[config.mk]
export PLATFORM = sky130hd
export DESIGN_NAME = pipelined_rca_adder
export DESIGN_NICKNAME = d
export VERILOG_FILES = /design/src/rtl/pipelined_rca_adder.sv
export SDC_FILE = /design/constraint.sdc
export NUM_CORES = 1
export LEC_CHECK = 0
export CORE_ASPECT_RATIO = 1.2
export CORE_UTILIZATION = 53
export CTS_CLUSTER_DIAMETER = 200
export DETAILED_ROUTE_END_ITERATION = 8
export PLACE_DENSITY = 0.83
export SKIP_LAST_GASP = 1
export SLEW_MARGIN = 20
export SYNTH_ARGS = -nofsm -noshare
export SYNTH_HDL_FRONTEND = slang
export SYNTH_SLANG_ARGS = --single-unit
export TNS_END_PERCENT = 50
[constraint.sdc]
create_clock -name clk -period 1.9 [get_ports clk]
set_clock_uncertainty 0.2 [all_clocks]
set_input_delay 0.285 -clock clk [delete_from_list [all_inputs] [get_ports clk]]
set_output_delay 0.285 -clock clk [all_outputs]
set_load 0.02 [all_outputs]
[src/rtl/pipelined_rca_adder.sv]
// Pipelined ripple-carry adder: WIDTH-bit A + B + cin, one CHUNK-bit slice per stage,
// carry registered between stages, elastic valid/ready handshake on both sides.
module pipelined_rca_adder #(
   parameter int unsigned WIDTH  = 8,
   parameter int unsigned STAGES = 4
) (
   input  logic             clk,
   input  logic             rst,
   input  logic [WIDTH-1:0] A,
   input  logic [WIDTH-1:0] B,
   input  logic             cin,
   input  logic             in_valid,
   output logic             in_ready,
   output logic [WIDTH-1:0] S,
   output logic             cout,
   output logic             out_valid,
   input  logic             out_ready
);

   localparam int unsigned CHUNK = WIDTH / STAGES;

   if ((WIDTH < 1) || (STAGES < 1) || (STAGES > WIDTH) || ((WIDTH % STAGES) != 0)) begin : g_bad_params
      $error("pipelined_rca_adder: WIDTH must be a positive multiple of STAGES, 1 <= STAGES <= WIDTH");
   end

   // Per-stage token registers. Operands are stored pre-shifted so every stage adds the
   // low CHUNK bits of what it receives; the sum accumulates in place, slice k at stage k.
   logic [STAGES-1:0] v_q;
   logic [STAGES-1:0] c_q;
   logic [WIDTH-1:0]  a_q [STAGES];
   logic [WIDTH-1:0]  b_q [STAGES];
   logic [WIDTH-1:0]  s_q [STAGES];

   // Stage inputs (stage 0 fed from the ports, stage k from register k-1) and results.
   logic [STAGES-1:0] op_v;
   logic [STAGES-1:0] op_c;
   logic [WIDTH-1:0]  op_a [STAGES];
   logic [WIDTH-1:0]  op_b [STAGES];
   logic [WIDTH-1:0]  op_s [STAGES];
   logic [CHUNK:0]    slice_sum [STAGES];
   logic [WIDTH-1:0]  ns [STAGES];
   logic [STAGES-1:0] nc;
   logic [STAGES-1:0] adv;

   // Route each stage's operands and compute its CHUNK-bit slice with carry.
   always_comb begin
      op_v[0] = in_valid;
      op_c[0] = cin;
      op_a[0] = A;
      op_b[0] = B;
      op_s[0] = '0;
      for (int unsigned k = 1; k < STAGES; k++) begin
         op_v[k] = v_q[k-1];
         op_c[k] = c_q[k-1];
         op_a[k] = a_q[k-1];
         op_b[k] = b_q[k-1];
         op_s[k] = s_q[k-1];
      end
      nc = '0;
      for (int unsigned k = 0; k < STAGES; k++) begin
         slice_sum[k] = {1'b0, op_a[k][CHUNK-1:0]} + {1'b0, op_b[k][CHUNK-1:0]}
                      + {{CHUNK{1'b0}}, op_c[k]};
         ns[k] = op_s[k];
         ns[k][k*CHUNK +: CHUNK] = slice_sum[k][CHUNK-1:0];
         nc[k] = slice_sum[k][CHUNK];
      end
   end

   // A stage advances unless it and every stage after it are full with the output stalled;
   // expressed as a tail-full scan so no signal depends on itself.
   always_comb begin
      logic tail_full;
      tail_full = 1'b1;
      adv       = '0;
      for (int unsigned i = 0; i < STAGES; i++) begin
         tail_full             = tail_full & v_q[STAGES-1-i];
         adv[STAGES-1-i]       = out_ready | ~tail_full;
      end
   end

   assign in_ready  = ~rst & adv[0];
   assign S         = s_q[STAGES-1];
   assign cout      = c_q[STAGES-1];
   assign out_valid = v_q[STAGES-1];

   // Pipeline registers: clear everything on reset, otherwise load each advancing stage.
   always_ff @(posedge clk) begin
      if (rst) begin
         v_q <= '0;
         c_q <= '0;
         for (int unsigned k = 0; k < STAGES; k++) begin
            a_q[k] <= '0;
            b_q[k] <= '0;
            s_q[k] <= '0;
         end
      end else begin
         for (int unsigned k = 0; k < STAGES; k++) begin
            if (adv[k]) begin
               v_q[k] <= op_v[k];
               c_q[k] <= nc[k];
               a_q[k] <= op_a[k] >> CHUNK;
               b_q[k] <= op_b[k] >> CHUNK;
               s_q[k] <= ns[k];
            end
         end
      end
   end

endmodule

==> reports/results.env <==
OUTCOME='finished clean'
SYNTH.MOST_COMMON_CELL='sky130_fd_sc_hd__edfxtp_1'
HTREEDEPTH=2
PERIOD_SHARE_PCT=99.0
ANTENNA_LEFT=0
DRT_WL_TOTAL_UM=3160
MIN-DELAY-PATH-CLASS='flop to flop'
SYNTH_TOP_CELLS_BY_COUNT='44 x sky130_fd_sc_hd__edfxtp_1, 36 x sky130_fd_sc_hd__and2_1, 22 x sky130_fd_sc_hd__inv_1'
FIRST_PASS_DRT_ITERATIONS=4
POSTCTSHOLDBUFS=0
SYN-CELL-AREA_SQ_UM=2190
WORST_IR_DROP_VDD_mV=0.531
DP_HPWL_UM=2320
DIE_AREA_SQ_UM=4390
GR-USAGE-ALL-LAYERS_PCT=17.6
ENDPOINT_KIND='output port'
AREA_DELTA_SYNTH_FINAL_PCT=27.8
TIMING.REG2REG.WORST_PATH_DEPTH=5
TIMING.FINAL.CRIT_PERIOD_PS=1880
HIGHEST_NET_FANOUT_ALONG_THE_WORST_PATH=3
GLOBALROUTE.TOTALOVERFLOW=0
WORSTMARGINPINSLEW_PS=405
SYNTH.MUX.AREA_FRACTION_PCT=0
TIMING.REG2REG.SETUP_SLACK_PS=50
ANTENNADIODECOUNT=0
SLOWEST_STAGE='sky130_fd_sc_hd__clkdlybuf4s50_1'
DRTITER0DRC=16
PLACE_WS_PS=-377
SYNTH_ENABLE_FLOP_CELLS=44
CTS_ROOT_BUF='sky130_fd_sc_hd__clkbuf_8'
SYNTH-SIMPLE-AREA-SHARE_PCT=16.8
CELLPOWERDENSITY_nW_PER_UM2=838
SLOWEST_DELAY_PS=490
ASYNC_RESET_FF_SHARE_PCT=0
DESIGN.CORE.AREA_SQ_UM=3940
WIRE_PER_INST_UM=12.3
FINISH_STAGE_SETUP_VIOLS=0
ROUTABILITYCONGESTION=0.794
IO-PIN-COUNT=32
TIMING.MAX_SLEW.REL_SLACK_PCT=73.0
FINAL_UTIL_PCT=70.9
SYNTHESIS.NETS=185
SYNTH-MAIN-FF-CELL='sky130_fd_sc_hd__edfxtp_1'
CLOCK-SINKS=52
MAXCAPVIOLCOUNT=0
GRT.MET1_USAGE_PCT=17.4
CTS_MADE_BUFFERS=5
SYNTHDOMINANTAREACELLTYPE='sky130_fd_sc_hd__edfxtp_1'
GRT_FIRST_PASS_WIRELENGTH_UM=5440
GRTUSAGEMET2_PCT=32.1
DR_TOTAL_VIAS=1221
YS_TYPES=22
SYNTHADDERAREAFRAC_PCT=7.33
VIAS_PER_CELL=4.75
SYNTH_LARGEST_TYPE_AREA_FRACTION_PCT=60.4
NUM-NETS-FINAL=231
WORSTPATHCELLLIST='clkdlybuf4s50_1 -> and4b_1 -> a21oi_2 -> buf_2'
WORST_SETUP_PATH_START_KIND='input port'
WORST-ENDPOINT-REQUIRED_PS=1410
HOLD_VIOL_FINAL=0
GRT.BUSIEST_LAYER='met2'
PATH_CLK_SLEW_PS=80
TIMING.CRITICAL_PATH.ARRIVAL_PS=1400
HOLD_DEPTH=2
CORE.ROWCOUNT=25
CLKLATENCYLATEPIN_PS=300
ANTENNA_FOUND_INITIAL=0
SYNTH.FF_LATCH_COUNT=52
CRITICAL_PATH_CLASS='input port to output port'
RSZ0062_AT_GRT='true'
FINAL.SETUP.TNS_PS=0
YS_TOP_CELLS_BY_AREA='sky130_fd_sc_hd__edfxtp_1 60%, sky130_fd_sc_hd__and2_1 10%, sky130_fd_sc_hd__dfxtp_1 7.3%'
SLEW_VIOLATIONS=0
DRIVE_ABOVE_1_SHARE_PCT=14.3
CLOCKBUFFERDEPTH=2
PORT-BUFFER-COUNT=31
DRC_ERRORS=0
COMBINATIONAL_FAMILY_WITH_THE_MOST_AREA_AFTER_SYNTHESIS='simple AND/OR/NAND/NOR gates'
SYNTH_SEQUENTIAL_AREA_RATIO_PCT=67.8
TRITONCTS='done'
XOR_XNOR_FRACTION_OF_SYNTH_AREA_PCT=0
DIE_WIDTH_UM=60.6
SETUP_SLACK_PS=18.5
CTS.REPAIR_TIMING.SETUP_BUFFER_COUNT=0
ACHIEVABLE-FREQUENCY_MHz=531
VIA_COUNT_OF_THE_FIRST_GLOBAL_ROUTING_PASS=1309
SYNTH_WARNINGS=0
M3_GR_USAGE_PCT=6.06
SYNTH.AVG_CELL_AREA_SQ_UM=14.0
SYNTHESIS.INSTANCES=156
MAXIMUM_NUMBER_OF_PINS_ON_ONE_NET_BEFORE_GLOBAL_ROUTE_REPAIR=17
INITIAL_CORE_UTIL_PCT=55.5
TOTAL_LEAKAGE_POWER_nW=1.12
SYNTH_COMPOUND_AREA_SHARE_PCT=3.15
DIE_HEIGHT_UM=72.4
repair_timing:
item / CTS / global route
setup endpoints to repair: 3 / 3
cloned: 0 / 0
pin swaps: 1 / 3
gates resized for setup: 5 / 8
where the power goes:
| part | internal [mW] | switching, mW | total (mW) |
|---|---|---|---|
| Clock | 0.526 | 0.335 | 0.861 |
| Combinational | 0.101 | 0.0772 | 0.179 |
| Sequential | 1.29 | 0.0129 | 1.30 |
| Total | 1.92 | 0.425 | 2.34 |
cells in the final DEF, fill, tap and decap left out, types with 3 or more instances in the layout:
cell / instances
sky130_fd_sc_hd__edfxtp_1: 44
sky130_fd_sc_hd__and2_1: 36
sky130_fd_sc_hd__clkdlybuf4s50_1: 27
sky130_fd_sc_hd__inv_1: 20
sky130_fd_sc_hd__buf_4: 11
sky130_fd_sc_hd__dfxtp_1: 8
sky130_fd_sc_hd__nor2b_1: 7
sky130_fd_sc_hd__nor2_1: 7
sky130_fd_sc_hd__fa_1: 6
sky130_fd_sc_hd__clkbuf_8: 5
sky130_fd_sc_hd__nand2b_1: 3
sky130_fd_sc_hd__a211oi_1: 3
sky130_fd_sc_hd__a21oi_1: 3
sky130_fd_sc_hd__dlymetal6s2s_1: 3
final cells by class:
cell class,count,area (sq um)
Timing Repair Buffer,43,415
Sequential cell,52,1480
Clock inverter,2,60.1
Tap cell,54,67.6
Multi-Input combinational cell,78,613
Fill cell,283,1150
Clock buffer,6,72.6
Inverter,22,82.6
worst max-delay path: cells and delay by family:
family	cells	cell delay, ps
AO/OA/AOI/OAI	1	190
buffers and inverters	2	680
AND/OR/NAND/NOR	1	240
cells by family (layout without fill, tap and decap cells):
family,count (synthesis),count (layout)
buffers and inverters,26,73
AO/OA/AOI/OAI,9,9
adder cells (fa/ha/maj),8,8
flip-flops,52,52
AND/OR/NAND/NOR,61,61
stage by stage:
step | instances | instance area, sq um | total power [mW] | hold WS (ps)
5_1_grt | 257 | 2790 | 2.43 | 303
3_5_place_dp | 249 | 2640 | 1.50 | 271
6_report | 257 | 2790 | 2.34 | 285
3_3_place_gp | 249 | 2640 | 1.49 | 236
4_1_cts | 257 | 2770 | 2.35 | 284
2_1_floorplan | 156 | 2190 | 1.42 | 202
sequential cells by signal, indices dropped and copies added (netlist names):
signal	flops
v_q	4
c_q	4
a_q	12
b_q	12
s_q	20
metal layers:
layer	share of wire, %	vias up	wire length, um
met3	5.4	6	172
met5	0	-	0
li1	-	599	-
met4	1.7	0	53
met1	32	575	1020
met2	60	41	1910
path summary, 6_finish.rpt:
path	startpoint	to
worst min register to register	v_q[1]	v_q[2]
worst min-delay path	v_q[1]	v_q[2]
worst max-delay path	out_ready	in_ready
worst max register to register	c_q[0]	c_q[1]
Note: power is estimated with default switching activity, not from simulation.
